[config.mk]
export PLATFORM = sky130hd
export DESIGN_NAME = alu_sweep_driver
export DESIGN_NICKNAME = d
export VERILOG_FILES = /design/src/rtl/alu_pkg.sv /design/src/rtl/alu_ref_model.sv /design/src/rtl/alu_sweep_driver.sv
export SDC_FILE = /design/constraint.sdc
export NUM_CORES = 1
export LEC_CHECK = 0
export ABC_AREA = 1
export BUFFER_PORTS_ARGS = -buffer_cell sky130_fd_sc_hd__buf_2
export CORE_ASPECT_RATIO = 0.75
export CORE_UTILIZATION = 51
export CTS_CLUSTER_SIZE = 24
export DETAILED_ROUTE_END_ITERATION = 10
export PLACE_DENSITY_LB_ADDON = 0.2
export SYNTH_ARGS = -nofsm -noshare
export SYNTH_HDL_FRONTEND = slang
export SYNTH_HIERARCHICAL = 1
export SYNTH_SLANG_ARGS = --single-unit
[constraint.sdc]
create_clock -name clk -period 2.9 [get_ports clk]
set_input_delay 0.29 -clock clk [delete_from_list [all_inputs] [get_ports clk]]
set_output_delay 0.29 -clock clk [all_outputs]
set_load 0.01 [all_outputs]
[src/rtl/alu_pkg.sv]
// Shared definitions for the ALU sweep driver: opcodes, FSM states and the
// mapping of a 10-bit vector index onto {op, A, B}.
package alu_pkg;

    localparam logic [1:0] OP_ADD = 2'b00;
    localparam logic [1:0] OP_SUB = 2'b01;
    localparam logic [1:0] OP_AND = 2'b10;
    localparam logic [1:0] OP_OR  = 2'b11;

    localparam logic [9:0] LAST_IDX = 10'd1023;

    typedef enum logic [2:0] {
        IDLE,
        DRIVE,
        WAIT,
        CHECK,
        DONE
    } state_t;

    // Field order makes B the fastest-varying part of the index.
    typedef struct packed {
        logic [1:0] op;
        logic [3:0] a;
        logic [3:0] b;
    } vector_t;

endpackage

[src/rtl/alu_ref_model.sv]
// Combinational golden model of the 4-bit ALU; same ports as the ALU under test.
module alu_ref_model
    import alu_pkg::*;
(
    input  logic [3:0] A,
    input  logic [3:0] B,
    input  logic [1:0] op,
    output logic [3:0] Y,
    output logic       carry_out,
    output logic       zero_flag
);

    logic [4:0] result;

    always_comb begin
        // NOTE: assign a default before the case so no path leaves result unassigned (no latch).
        result = 5'd0;
        case (op)
            OP_ADD:  result = {1'b0, A} + {1'b0, B};
            OP_SUB:  result = {1'b0, A} - {1'b0, B};
            OP_AND:  result = {1'b0, A & B};
            default: result = {1'b0, A | B};
        endcase
    end

    assign {carry_out, Y} = result;
    assign zero_flag      = (Y == 4'd0);

endmodule

[src/rtl/alu_sweep_driver.sv]
// Exhaustively drives all 1024 {op,A,B} vectors into an external ALU and
// compares each response against alu_ref_model, counting mismatches.
module alu_sweep_driver
    import alu_pkg::*;
#(
    parameter int unsigned SETTLE       = 1,
    parameter bit          STOP_ON_FAIL = 1'b0
) (
    input  logic        clk,
    input  logic        rst,
    input  logic        start,
    output logic [3:0]  A,
    output logic [3:0]  B,
    output logic [1:0]  op,
    input  logic [3:0]  y_in,
    input  logic        carry_in,
    input  logic        zero_in,
    output logic        busy,
    output logic        done,
    output logic [10:0] mismatch_cnt,
    output logic        fail_valid,
    output logic [9:0]  first_fail_idx
);

    localparam logic [3:0] SETTLE_M1 = SETTLE[3:0] - 4'd1;

    state_t     state;
    logic [9:0] idx;
    logic [3:0] wait_cnt;
    vector_t    vec;

    logic [3:0] ref_y;
    logic       ref_carry;
    logic       ref_zero;
    logic       miss;

    alu_ref_model u_ref (
        .A         (vec.a),
        .B         (vec.b),
        .op        (vec.op),
        .Y         (ref_y),
        .carry_out (ref_carry),
        .zero_flag (ref_zero)
    );

    assign A    = vec.a;
    assign B    = vec.b;
    assign op   = vec.op;
    assign miss = ({y_in, carry_in, zero_in} != {ref_y, ref_carry, ref_zero});

    // NOTE: all state here is updated with <= so every register sees pre-edge values.
    always_ff @(posedge clk) begin
        if (rst) begin
            state          <= IDLE;
            idx            <= '0;
            wait_cnt       <= '0;
            vec            <= '0;
            busy           <= 1'b0;
            done           <= 1'b0;
            mismatch_cnt   <= '0;
            fail_valid     <= 1'b0;
            first_fail_idx <= '0;
        end else begin
            case (state)
                IDLE, DONE: begin
                    if (start) begin
                        state          <= DRIVE;
                        idx            <= '0;
                        vec            <= '0;
                        busy           <= 1'b1;
                        done           <= 1'b0;
                        mismatch_cnt   <= '0;
                        fail_valid     <= 1'b0;
                        first_fail_idx <= '0;
                    end
                end
                DRIVE: begin
                    if (SETTLE == 0) begin
                        state <= CHECK;
                    end else begin
                        state    <= WAIT;
                        wait_cnt <= SETTLE_M1;
                    end
                end
                WAIT: begin
                    if (wait_cnt == 4'd0) state <= CHECK;
                    else                  wait_cnt <= wait_cnt - 4'd1;
                end
                CHECK: begin
                    if (miss) begin
                        mismatch_cnt <= mismatch_cnt + 11'd1;
                        if (!fail_valid) begin
                            fail_valid     <= 1'b1;
                            first_fail_idx <= idx;
                        end
                    end
                    if (idx == LAST_IDX || (miss && STOP_ON_FAIL)) begin
                        state <= DONE;
                        busy  <= 1'b0;
                        done  <= 1'b1;
                    end else begin
                        // Operands for the next vector appear together with DRIVE.
                        idx   <= idx + 10'd1;
                        vec   <= vector_t'(idx + 10'd1);
                        state <= DRIVE;
                    end
                end
                default: state <= IDLE;
            endcase
        end
    end

endmodule

# Yosys cells after proc, flatten, opt, wreduce, memory -nomap -nowiden
# Cells that the tools add are included.
# word_totals
regBits,51
latch_bits,0
mem_bits_rw,0
rom_bits,0
input_bits,9
output_inout_bits,34
word_cells,70
n_memories,0
# classes
addsub,5
mul,0
div_mod_pow,0
order_cmp,0
n_eq_ne,15
n_shift,0
n_mux,24
bitwise,2
n_reduce_logical,13
# op_table
cell,count
$mux 10,4
$pmux 10 s2,2
$mux 11,2
$pmux 11 s2,1
$pmux 5 s3,1
$ne 2x2->1 const B,7
$pmux 3 s4,1
$add 11x1->11 const B,1
$add 10x1->10 const B,1
$eq 10x10->1 const B,1
$mux 3,3
$reduce_and 3->1,3
$logic_not 4->1,2
$pmux 4 s2,1
$eq 3x2->1 const B,2
$ne 6x6->1,1
$pmux 1 s2,3
$add 4x4->5,1
$mux 1,5
$sub 4x4->5,1
$and 4x4->4,1
$mux 4,1
$or 4x4->4,1
$reduce_and 2->1,2
other kinds (10),11

# Longest topological paths before layout
# depth
ltp_word,6
mapped_depth,22
depth_no_buf,22

# Modules after synthesis
# Netlist, hierarchy kept.
# by_module_without_submodules
mod,n_inst,cells_each,area_each_um2,seq_area_each_um2
alu_sweep_driver,1,371,2302.2,820.8
alu_ref_model,1,73,386.6,0.0

# Least setup slack after synthesis
# OpenSTA, ideal clock, no wires.
# synth_timing
path_type,flip-flop to flip-flop
start,register idx[0] (netlist name)
end,register first_fail_idx[9]
setup_ns,0.113
arrival_time_ns,2.883
required_time_ns,2.787
path_slack_ns,-0.096
stages_incl_launch_ff,20
path_buffers,2
synth_period_minus_slack_ns,2.996
cell_sequence,dfxtp_1 inv_1 ha_1 a21oi_1 fa_1 or2_2 nand3_1 nand3_1 nor2_1 inv_1 nand2_1 nand2_1 nand2_1 nor2_1 nand2_1 buf_6 nand3_2 buf_6 nor2_1 nor2_1
# synth_lines
element,line,text
end signal: assignment,alu_sweep_driver.sv:94,first_fail_idx <= idx;
end: declaration,alu_sweep_driver.sv:22,output logic [9:0] first_fail_idx

==> impl_metrics.ini <==
[status]
status = completed

[drt]
drt-pass1-iter-count = 5
route.vias.total = 2961
ant_nets = 0
drt_iter0_drc = 235
wl_per_cell_microns = 12.5
drt-vias-per-instance = 5.14
drc = 0
finalWirelength_microns = 7170

[placed_design]
placed_area_sq_um = 3060
preCtsSetupSlack_ns = -0.341
portBuffers = 42
place_hpwl_microns = 5230
gp_congestion = 0.917
post-place-cells = 565

[clocking]
cts_hold_buf = 0
htree_levels = 2
cts_tree = yes
clk_path_buf_depth = 2
clock_sinks = 41
clock-root-buffer = clkbuf_8
clock_latency_ns = 0.29
path_clk_slew_ns = 0.08
cts_buffers = 5

[yosys]
ys_warn_count = 6
synth_top_cell_by_area = dfxtp_1
ys_top_cells_by_area = dfxtp_1 31%, nand2_1 19%, inv_1 8.9%
ys_types = 30
syn_inst = 444
avgSynthCellArea_sq_um = 6.06
syn_nets = 464
yosysTopAreaCellShare_pct = 30.5
ys_ff_latch = 41
syn_area_sq_um = 2690
seq_area_frac_synth_pct = 30.5

[power_and_ir_drop]
vdd_ir_drop_max_uv = 345
power.density_nw_per_um2 = 467
p_total_mw = 1.55
p_leak_nw = 1.53

[final_layout]
stdcell_count = 576
fin_nets = 523
n_antenna_cell = 0
area_growth_pct = 23.1
final_util_pct = 66.4
finalInstanceArea_sq_um = 3310
drive_above_1_share_pct = 19.8

[die]
rows = 22
design.die.area_sq_um = 5570
dieHeight_microns = 64.9
pin_count = 43
fp.coreArea_sq_um = 4980
initial_core_util_pct = 54.0
die_w_microns = 85.8

[sta]
finalSetupViolations = 0
relSlewSlack_pct = 63.7
whs_ns = 0.433
slew_violations = 0
period_share_pct = 96.6
finalCriticalPeriod_ns = 2.80
fin_ws_ns = 0.0975
finalSetupTns_ns = 0
max_freq_ghz = 0.357
hold_violations = 0
tightest_slew_ns = 0.544
fin_skew_ns = 0.00435

[global_route]
grt_max_degree = 28
grt_pass1_vias = 2529
overflow = 0
grt_usage_pct = 26.9
antenna_found_initial = 0
grt_pass1_wl_microns = 11800

[setup_path]
crit_arrival_ns = 3.02
startpoint_type = flip-flop
crit_path_end_kind = flip-flop
crit_fanout = 7
path_class = reg -> reg
cp.required_ns = 3.12

[run]
maxCapViolations = 0

[worst_hold_path]
worstHoldPathType = in -> reg
worst paths after layout:
kind | start | endpoint | slack, ns | cells after the start
worst max register to register | idx[1] | first_fail_idx[3] | 0.1 | 17
worst min register to register | first_fail_idx[6] | first_fail_idx[6] | 0.47 | 2
worst max-delay path | idx[1] | first_fail_idx[3] | 0.1 | 17
worst min-delay path | start | state[0] | 0.43 | 4
synth_stat cells (all sizes together):
| master | number |
|---|---|
| or2 | 2 |
| xor2 | 4 |
| nand3 | 26 |
| xnor2 | 2 |
| nand2 | 135 |
| nand4 | 17 |
| nor3 | 9 |
| buf | 6 |
| nand3b | 2 |
| dfxtp | 41 |
| a21oi | 35 |
| o21bai | 2 |
| inv | 66 |
| clkbuf | 5 |
| nor2 | 63 |
| o21ai | 15 |
| ha | 10 |
| o22ai | 1 |
| fa | 1 |
| clkinv | 1 |
| o21a | 1 |
power by group:
group / switching, mW / total (mW) / leakage [nW] / internal (mW)
Sequential: 0.0261 / 0.619 / 0.334 / 0.593
Clock: 0.199 / 0.480 / 0.0585 / 0.281
Combinational: 0.293 / 0.447 / 1.14 / 0.154
Total: 0.518 / 1.55 / 1.53 / 1.03
critical path, stage by stage (launching register included):
cell and delay, ns:
dfxtp_2 0.32, inv_1 0.08, ha_2 0.29, a21oi_4 0.15
fa_1 0.42, or2_4 0.24, nand3_2 0.08, nand3_1 0.09
nor2_2 0.16, inv_1 0.07, nand2_1 0.06, nand2_1 0.06
nand2_2 0.09, nor2_4 0.05, nand2_4 0.12, buf_6 0.13
nand4_1 0.14, a21oi_2 0.19
cell usage in the layout (no fill, tap or decap), drive strengths merged:
cell	instances
a21oi	35
buf	62
bufinv	1
clkbuf	7
clkinv	1
dfxtp	41
fa	1
ha	10
inv	66
nand2	135
nand3	27
nand3b	2
nand4	17
nor2	63
nor3	9
o21a	1
o21ai	15
o21bai	2
o22ai	1
or2	2
xnor2	2
xor2	4
cells by family (layout without fill, tap and decap cells):
group	after synthesis	count (layout)	share of synthesized area (%)
compound gates	54	54	10.4
xor+xnor	6	6	1.95
fa+ha+maj	11	11	5.40
buf+inv	78	137	11.8
flops	41	41	30.5
simple gates	254	255	40.0
timing repair:
item                       CTS  global route
buffers inserted             0             1
pin swaps                    2            19
gates cloned                 0             2
gates resized for setup      5            27
setup endpoints to repair   22            22
area by class of cell:
type | instances | area [sq um]
fill | 452 | 1670
multi-input combinational | 326 | 1660
sequential | 41 | 825
timing repair buffer | 62 | 372
inverter | 67 | 253
tap | 72 | 90.1
clock buffer | 7 | 86.3
clock inverter | 1 | 30.0
routing by layer:
layer  share of wire, %  GRT usage, %  routed length, microns  vias up
met2                 43          40.5                    3050      100
met1                 50          39.8                    3580     1338
met5                  0             0                       0        -
li1                   -             -                       -     1519
met3                7.0          4.71                     504        4
met4               0.57          6.04                      41        0
flip-flops by register name (all words and copies together) (netlist names):
| name | count |
|---|---|
| mismatch_cnt | 11 |
| first_fail_idx | 10 |
| idx | 10 |
| wait_cnt | 4 |
| state | 3 |
| busy | 1 |
| done | 1 |
| fail_valid | 1 |
No activity file was read; power rests on OpenSTA's default activity.
